$ cat src/rtl/vid_pattern_gen.sv
// vid_pattern_gen: Avalon-ST video source emitting a control packet and a video packet
// per frame with a selectable test pattern; all outputs registered, readyLatency 0.
module vid_pattern_gen #(
  parameter int H_PIXELS   = 800,
  parameter int V_PIXELS   = 480,
  parameter int DATA_WIDTH = 32
) (
  input  logic                  clk,
  input  logic                  reset,
  input  logic                  enable,
  input  logic [1:0]            pattern,
  input  logic [23:0]           solid_rgb,
  output logic                  valid,
  input  logic                  ready,
  output logic [DATA_WIDTH-1:0] data,
  output logic                  startofpacket,
  output logic                  endofpacket,
  output logic                  frame_start
);
  localparam int XW    = (H_PIXELS > 1) ? $clog2(H_PIXELS) : 1;
  localparam int YW    = (V_PIXELS > 1) ? $clog2(V_PIXELS) : 1;
  localparam int BAR_W = H_PIXELS / 8;

  localparam logic [15:0]           H16      = 16'(H_PIXELS);
  localparam logic [15:0]           V16      = 16'(V_PIXELS);
  localparam logic [XW-1:0]         X_LAST   = XW'(H_PIXELS - 1);
  localparam logic [YW-1:0]         Y_LAST   = YW'(V_PIXELS - 1);
  localparam logic [XW-1:0]         BAR_LAST = XW'(BAR_W - 1);
  localparam logic [DATA_WIDTH-1:0] CTL_WORD = DATA_WIDTH'(32'h0000000F);

  if ((H_PIXELS % 8) != 0 || H_PIXELS < 8 || H_PIXELS > 65535) begin : g_bad_h
    $error("vid_pattern_gen: H_PIXELS must be a multiple of 8 in 8..65535");
  end
  if (V_PIXELS < 1 || V_PIXELS > 65535) begin : g_bad_v
    $error("vid_pattern_gen: V_PIXELS must be in 1..65535");
  end
  if (DATA_WIDTH < 32) begin : g_bad_w
    $error("vid_pattern_gen: DATA_WIDTH must be at least 32");
  end

  typedef enum logic [2:0] {
    IDLE,
    CTL_HDR,
    CTL_DATA,
    VID_HDR,
    VID_DATA
  } state_t;

  state_t          state, n_state;
  logic            n_valid, n_sop, n_eop, n_cy, latch, pix_load, accept;
  logic [DATA_WIDTH-1:0] n_data;
  logic [3:0]      nib, n_nib;
  logic [XW-1:0]   x, n_x, bar_cnt, n_bar_cnt;
  logic [YW-1:0]   y, n_y;
  logic [2:0]      bar, n_bar;
  logic [1:0]      frame_pat;
  logic [23:0]     frame_rgb;
  logic [1:0]      rst_sync;
  logic            rst_int_n;

  function automatic logic [3:0] ctl_nibble(input logic [3:0] idx);
    logic [3:0] n;
    n = 4'h0;
    case (idx)
      4'd0: n = H16[15:12];
      4'd1: n = H16[11:8];
      4'd2: n = H16[7:4];
      4'd3: n = H16[3:0];
      4'd4: n = V16[15:12];
      4'd5: n = V16[11:8];
      4'd6: n = V16[7:4];
      4'd7: n = V16[3:0];
      4'd8: n = 4'h3;
      default: n = 4'h0;
    endcase
    return n;
  endfunction

  // gx is the low byte of x; bit 4 of it doubles as the checkerboard column bit.
  function automatic logic [23:0] pixel_rgb(input logic [1:0] pat, input logic [23:0] rgb,
                                            input logic [7:0] gx, input logic cy,
                                            input logic [2:0] bar_idx);
    logic [23:0] c;
    c = 24'h000000;
    case (pat)
      2'd0: begin
        case (bar_idx)
          3'd0: c = 24'hFFFFFF;
          3'd1: c = 24'hFFFF00;
          3'd2: c = 24'h00FFFF;
          3'd3: c = 24'h00FF00;
          3'd4: c = 24'hFF00FF;
          3'd5: c = 24'hFF0000;
          3'd6: c = 24'h0000FF;
          default: c = 24'h000000;
        endcase
      end
      2'd1:    c = {gx, gx, gx};
      2'd2:    c = (gx[4] ^ cy) ? 24'h000000 : 24'hFFFFFF;
      default: c = rgb;
    endcase
    return c;
  endfunction

  // Reset asserts asynchronously but is released to the core only on a clock edge.
  always_ff @(posedge clk or negedge reset) begin
    if (!reset) rst_sync <= 2'b00;
    else        rst_sync <= {rst_sync[0], 1'b1};
  end
  assign rst_int_n = rst_sync[1];

  // The registers always describe the beat currently on the bus; this computes the next one.
  always_comb begin
    n_state   = state;
    n_valid   = valid;
    n_data    = data;
    n_sop     = startofpacket;
    n_eop     = endofpacket;
    n_nib     = nib;
    n_x       = x;
    n_y       = y;
    n_bar     = bar;
    n_bar_cnt = bar_cnt;
    latch     = 1'b0;
    pix_load  = 1'b0;
    n_cy      = 1'b0;
    accept    = valid && ready;
    case (state)
      IDLE: begin
        if (enable) begin
          n_state = CTL_HDR;
          n_valid = 1'b1;
          n_data  = CTL_WORD;
          n_sop   = 1'b1;
          n_eop   = 1'b0;
          latch   = 1'b1;
        end
      end
      CTL_HDR: begin
        if (accept) begin
          n_state = CTL_DATA;
          n_nib   = 4'd0;
          n_data  = DATA_WIDTH'(ctl_nibble(4'd0));
          n_sop   = 1'b0;
          n_eop   = 1'b0;
        end
      end
      CTL_DATA: begin
        if (accept) begin
          if (nib == 4'd8) begin
            n_state = VID_HDR;
            n_data  = '0;
            n_sop   = 1'b1;
            n_eop   = 1'b0;
          end else begin
            n_nib  = nib + 4'd1;
            n_data = DATA_WIDTH'(ctl_nibble(nib + 4'd1));
            n_eop  = (nib == 4'd7);
          end
        end
      end
      VID_HDR: begin
        if (accept) begin
          n_state   = VID_DATA;
          n_x       = '0;
          n_y       = '0;
          n_bar     = 3'd0;
          n_bar_cnt = '0;
          n_sop     = 1'b0;
          n_eop     = 1'b0;
          pix_load  = 1'b1;
        end
      end
      VID_DATA: begin
        if (accept) begin
          if (endofpacket) begin
            if (enable) begin
              n_state = CTL_HDR;
              n_data  = CTL_WORD;
              n_sop   = 1'b1;
              n_eop   = 1'b0;
              latch   = 1'b1;
            end else begin
              n_state = IDLE;
              n_valid = 1'b0;
              n_data  = '0;
              n_sop   = 1'b0;
              n_eop   = 1'b0;
            end
          end else begin
            pix_load = 1'b1;
            if (x == X_LAST) begin
              n_x       = '0;
              n_y       = y + YW'(1);
              n_bar     = 3'd0;
              n_bar_cnt = '0;
            end else begin
              n_x = x + XW'(1);
              if (bar_cnt == BAR_LAST) begin
                n_bar_cnt = '0;
                n_bar     = bar + 3'd1;
              end else begin
                n_bar_cnt = bar_cnt + XW'(1);
              end
            end
            n_eop = (n_x == X_LAST) && (n_y == Y_LAST);
          end
        end
      end
      default: begin
        n_state = IDLE;
        n_valid = 1'b0;
        n_data  = '0;
        n_sop   = 1'b0;
        n_eop   = 1'b0;
      end
    endcase
    n_cy = (5'(n_y) & 5'b10000) != 5'd0;
    if (pix_load) n_data = DATA_WIDTH'(pixel_rgb(frame_pat, frame_rgb, 8'(n_x), n_cy, n_bar));
  end

  // State, counters and the registered output beat; a stall leaves everything untouched.
  always_ff @(posedge clk or negedge rst_int_n) begin
    if (!rst_int_n) begin
      state         <= IDLE;
      valid         <= 1'b0;
      data          <= '0;
      startofpacket <= 1'b0;
      endofpacket   <= 1'b0;
      frame_start   <= 1'b0;
      nib           <= 4'd0;
      x             <= '0;
      y             <= '0;
      bar           <= 3'd0;
      bar_cnt       <= '0;
      frame_pat     <= 2'd0;
      frame_rgb     <= 24'h000000;
    end else begin
      state         <= n_state;
      valid         <= n_valid;
      data          <= n_data;
      startofpacket <= n_sop;
      endofpacket   <= n_eop;
      frame_start   <= (state == CTL_HDR) && valid && ready;
      nib           <= n_nib;
      x             <= n_x;
      y             <= n_y;
      bar           <= n_bar;
      bar_cnt       <= n_bar_cnt;
      if (latch) begin
        frame_pat <= pattern;
        frame_rgb <= solid_rgb;
      end
    end
  end
endmodule

$ cat config.mk
export PLATFORM = sky130hd
export DESIGN_NAME = vid_pattern_gen
export DESIGN_NICKNAME = d
export VERILOG_FILES = /design/src/rtl/vid_pattern_gen.sv
export SDC_FILE = /design/constraint.sdc
export NUM_CORES = 1
export LEC_CHECK = 0
export CAP_MARGIN = 30
export CELL_PAD_IN_SITES_DETAIL_PLACEMENT = 1
export CELL_PAD_IN_SITES_GLOBAL_PLACEMENT = 1
export CORE_ASPECT_RATIO = 0.7
export CORE_UTILIZATION = 43
export DETAILED_ROUTE_END_ITERATION = 16
export PLACE_DENSITY = 0.77
export RECOVER_POWER = 100
export SETUP_SLACK_MARGIN = 0.05
export SLEW_MARGIN = 20
export SYNTH_ARGS = -nofsm -noshare
export SYNTH_HDL_FRONTEND = slang
export SYNTH_SLANG_ARGS = --single-unit
$ cat constraint.sdc
create_clock -name clk -period 4.1 [get_ports clk]
set_clock_uncertainty 0.1 [all_clocks]
set_input_delay 0.615 -clock clk [delete_from_list [all_inputs] [get_ports clk]]
set_output_delay 0.615 -clock clk [all_outputs]
set_load 0.02 [all_outputs]
==> results.cfg, run 1 <==
[sta]
rsz0062_at_grt = false
drv_slew = 93
fmax_mhz = 282.2
hold_ws_ns = 0.2720
post-route-period-util_pct = 86.42
setup_tns_ns = 0
tightest_slew_ns = 2.644
finalSetupViolCount = 0
relSlewSlack_pct = -76.30
min_period_ns = 3.543
hold_viol_final = 0

[global_routing]
grt-ovfl-total = 0
antenna_found_initial = 0
grt_usage_pct = 25.69
grt_pass1_wl_um = 24720
grt_pass1_vias = 4529
grt_max_degree = 64

[run_status]
violations = max-capacitance violations, max-slew violations
outcome = finished with violations

[synth]
synthesis.area_um2 = 5231
synthArstFlopShare_pct = 100.0
synth.yosys.seq_area_share_pct = 45.44
muxShareOfSynthArea_pct = 6.577
yosys.area_share.adder_pct = 2.153
synth-seq-cells = 95
syn_inst = 552
yosysUniqueCellTypes = 70
yosysTopAreaCell = dfrtp_1
synth_top_family_by_area = simple AND/OR/NAND/NOR gates
synth_edf_count = 0
netlist.area_leader.share_pct = 45.44
synth-compound-area-share_pct = 18.20
synth_xor_xnor_area_share_pct = 2.177
synth-main-ff-cell = dfrtp_1
synth.avg_cell_area_um2 = 9.477
synth-simple-area-share_pct = 19.83
synthTopCellsByArea = dfrtp_1, o21ai_0, mux2_2
yosysWarnings = 0

[setup_path]
reg2reg_from = x[0]
startpoint_type = flip-flop
required_ns = 4.26
slowest_delay_ns = 0.85
cp_slowest_cell = o31ai_1
critPathMaxFanout = 13
reg2reg_to = data[20]
arrival_ns = 3.70
worst_path_most_repeated_cell = nor2_1
worstRegToRegCells = 8
crit_buf_inv = 0
path_cells = ha_1 > nand4_1 > o31ai_1 > nor2_1 > a21oi_1 > nor2_1 > or3_1 > o21ai_0
crit_family = compound AO/OA/AOI/OAI gates
path_class = reg2reg
regToRegSetupSlack_ns = 0.56
worst_setup_path_end_kind = flip-flop

[clock_network]
cts_buffers = 9
cts.sinks = 95
clkTransAtPathRegs_ns = 0.07
cts_hold_buf = 0
cts_tree = yes
clk_latency_ns = 0.35
cts-root-buf = clkbuf_16
ctsResizeCount = 0
cts_buffer_depth = 2
htree_levels = 3
cts_setup_buffers = 0

[place]
globalplace.congestion = 0.8620
hpwl_um = 10910
port_buffers = 57

[final_layout]
drive_above_1_share_pct = 10.18
syn_to_final_growth_pct = 16.58
nNetsFinal = 633
final_common_cell = dfrtp_1
layout_common_cells = dfrtp_1, o21ai_0, nand2_1, nor2_1, dlygate4sd3_1
num_antenna_cells = 0

[power]
p_leak_nw = 2.562
power_density_nw_per_um2 = 621.9
peakVddDrop_v = 0.0002569

[min_path]
min_from = rst_sync[0]
worstHoldEndpoint = rst_sync[1]
hold_path_class = reg2reg
hold_depth = 0

[drt]
ant_nets = 0
first_pass_iters = 4
vias = 4414
drt_iter0_markers = 256
routed_wl_um = 14970
wire_per_inst_um = 19.80
drc = 0
vias_per_cell = 5.839

[floorplan]
dieArea_um2 = 12620
io_pins = 66
chipHeight_um = 94.28
rows = 33
die_w_um = 133.8
core_area_um2 = 11770
start_util_pct = 44.46

[run]
maxCapViolCount = 2
## worst max-delay path by stage
stage	start	slack (ns)	endpoint	cells past startpoint
after floorplan	rst_sync[1]	1.16	bar[0]	0
after global placement	ready	0.91	data[23]	9
after detailed placement	x[0]	0.80	data[20]	8
after CTS	x[0]	0.75	data[20]	8
after global routing	x[0]	0.26	data[20]	8
final	x[0]	0.56	data[20]	8
## per-layer routing
layer	up-vias	GRT usage (%)	wire length (µm)
li1	2053	-	-
met3	19	5.178	671
met5	-	0	0
met2	100	40.03	6845
met4	0	6.534	190
met1	2242	36.34	7265
## synth_stat cells, types with 3 or more instances
library cell and n:
dfrtp_1 95, clkbuf_1 21, o211ai_1 5, and2_1 6, buf_6 4, o21a_1 3, nor2b_1 5, a21oi_1 20
nor3_1 13, mux2_2 27, nand4b_1 4, nand4_1 8, a22o_1 3, o221ai_1 4, and3_1 6, buf_2 4
o22ai_1 5, or2_2 3, xnor2_1 6, a21o_1 3, nor4_1 5, o21ai_2 6, o21ai_0 64, xor2_1 7
a31oi_1 4, ha_1 9, buf_4 9, nand2_1 58, nor2_1 37, or3_1 6, nand3_1 18, a22oi_1 4
mux2i_1 4, nand2b_1 7, o31ai_1 9, inv_1 16
## cell families after synthesis
| family | count (synthesis) |
|---|---|
| adders and majority gates | 9 |
| AOI/OAI and AO/OA | 151 |
| buffers and inverters | 57 |
| muxes | 31 |
| xor gates and xnor gates | 13 |
| and+or+nand+nor | 194 |
| DFF | 95 |
| other | 2 |
## area by class of cell
cell class                      instances  area, µm²
Fill cell                            1327       5669
Sequential cell                        95       2377
Inverter                               17      66.31
Clock buffer                           10      239.0
Clock inverter                          6      65.06
Timing Repair Buffer                   64      606.8
Tap cell                              157      196.4
Multi-Input combinational cell        407       2547
## per-stage QoR
| stage | cells | setup slack [ns] | cell area, µm² | utilization, % | power [W] |
|---|---|---|---|---|---|
| after global routing | 756 | 0.2624 | 6098 | 51.82 | 0.004025 |
| after CTS | 756 | 0.7516 | 6172 | 52.45 | 0.003886 |
| final | 756 | 0.5568 | 6098 | 51.82 | 0.003793 |
| after floorplan | 559 | 1.158 | 5258 | - | 0.002429 |
| after detailed placement | 740 | 0.8031 | 5868 | 49.87 | 0.003020 |
| after global placement | 740 | 0.9073 | 5868 | 49.87 | 0.002929 |
## flip-flops by register name, indices dropped and copies added (netlist names)
| register | cells |
|---|---|
| state | 3 |
| rst_sync | 2 |
| bar | 3 |
| frame_rgb | 24 |
| x | 10 |
| frame_start | 1 |
| bar_cnt | 10 |
| valid | 1 |
| data | 24 |
| y | 9 |
| nib | 4 |
| startofpacket | 1 |
| endofpacket | 1 |
| frame_pat | 2 |
## worst reg2reg max path, delay by kind of cell, from the launching register on
family                   cells  cell delay (ns)
AO/OA/AOI/OAI                3             1.34
AND/OR/NAND/NOR              4             1.29
flip-flops                   1             0.46
adder cells (fa/ha/maj)      1             0.25
## power by group
group | switching (W) | internal (W) | total, W
combinational | 0.000860 | 0.000605 | 0.00146
clock | 0.000409 | 0.000446 | 0.000854
sequential | 0.000262 | 0.00121 | 0.00147
Power figures use the tool's default switching activity.
==> inputs of run 2 (changes only) <==
CORE_UTILIZATION = 28   (was 43)
PLACE_DENSITY = 0.53   (was 0.77)
==> results.cfg, run 2 (synthesis gave the netlist of run 1 again) <==
[run_status]
outcome = finished with violations
violations = max-capacitance violations, max-slew violations

[final_layout]
final_area_um2 = 6203
final_common_cell = dfrtp_1
final_cells = 836
drive_above_1_share_pct = 10.67
reg.largest.list = data x24, frame_rgb x24
num_antenna_cells = 0
nNetsFinal = 635
layout_common_cells = dfrtp_1, o21ai_0, nand2_1, nor2_1, dlygate4sd3_1
syn_to_final_growth_pct = 18.58
fill_cells = 2106

[place]
globalplace.congestion = 0.7741
dp.cells = 821
hpwl_um = 11370
placed_area_um2 = 6010
port_buffers = 57

[floorplan]
die_w_um = 165.4
dieArea_um2 = 19240
rows = 41
io_pins = 66
chipHeight_um = 116.4
start_util_pct = 28.81
core_area_um2 = 18160

[sta]
tightest_slew_ns = 1.545
hold_viol_final = 0
drv_slew = 38
fmax_mhz = 282.2
min_period_ns = 3.544
post-route-period-util_pct = 86.44
relSlewSlack_pct = -3.011
rsz0062_at_grt = false
hold_ws_ns = 0.2588
setup_tns_ns = 0
finalSetupViolCount = 0

[clock_network]
cts.sinks = 95
clkTransAtPathRegs_ns = 0.08
ctsResizeCount = 0
cts_buffer_depth = 2
cts_buffers = 9
clk_latency_ns = 0.36
cts_setup_buffers = 0
cts-root-buf = clkbuf_16
cts_tree = yes
htree_levels = 3
cts_hold_buf = 0

[global_routing]
grt_usage_pct = 17.51
grt_max_degree = 44
grt-ovfl-total = 0
antenna_found_initial = 0
grt_pass1_vias = 4448
grt_pass1_wl_um = 25550

[drt]
wire_per_inst_um = 18.83
vias = 4303
drt_iter0_markers = 207
vias_per_cell = 5.147
routed_wl_um = 15740
drc = 0
ant_nets = 0
first_pass_iters = 4

[power]
p_leak_nw = 2.565
peakVddDrop_v = 0.0002533
power_w = 0.003773
power_density_nw_per_um2 = 608.2

[setup_path]
startpoint_type = flip-flop
reg2reg_from = x[0]
startpoint = x[0]
critPathMaxFanout = 13
required_ns = 4.28
arrival_ns = 3.72
path_class = reg2reg
worst_setup_path_end_kind = flip-flop
regToRegSetupSlack_ns = 0.56

[run]
maxCapViolCount = 1

[min_path]
min_from = rst_sync[0]
hold_path_class = reg2reg
## run 2: cell count changes in the layout (fill, tap and decap cells not counted), sizes merged
| cell | previous run | this run |
|---|---|---|
| inv | 19 | 21 |
| clkinvlp | 0 | 1 |
| buf | 2 | 6 |
| clkbuf | 15 | 12 |
| clkinv | 4 | 1 |
## run 2: power breakdown
part           switching [W]  internal (W)  total, W
clock               0.000413      0.000419  0.000832
combinational       0.000848      0.000610   0.00146
sequential          0.000271       0.00121   0.00148
total                0.00153       0.00224   0.00377
## run 2: metrics by stage
step	setup slack (ns)	util, %
final	0.5560	34.16
after CTS	0.8273	34.61
after global placement	0.8590	32.94
after floorplan	1.158	-
after detailed placement	0.7998	33.09
after global routing	0.2735	34.16
## run 2: area by class of cell
class	count	area (µm²)	area share, %
multi-input cells	407	2561	41.29
flip-flops and latches	95	2377	38.32
repair buffers	66	628.1	10.13
well taps	236	295.3	4.760
clock buffers	9	225.2	3.630
inverters	17	66.31	1.069
clock inverters	6	50.05	0.8068
## run 2: final timing paths
kind,end,cells past startpoint
min in group asynchronous,rst_sync[1],1
hold reg to reg,rst_sync[1],0
hold / removal,rst_sync[1],0
max in group asynchronous,bar_cnt[4],1
setup reg to reg,endofpacket,8
setup / recovery,endofpacket,8
## run 2: worst max-delay path, cell delays in order, from the launching register on
cell and delay (ns):
dfrtp_1 0.46, ha_1 0.25, nand4_1 0.50, nor3_1 1.12, and3_1 0.43, xnor2_1 0.09, nor3_1 0.21, nand4b_1 0.14
o21ai_0 0.17
## run 2: per-layer routing
layer  global-route usage, %  vias up  wire length, µm  share of wire [%]
met5                       0        -                0                  0
li1                        -     2057                -                  -
met1                   26.32     2144             8312                 53
met2                   25.66       89             6757                 43
met3                   3.551       13              543                3.5
met4                   3.758        0              126               0.80
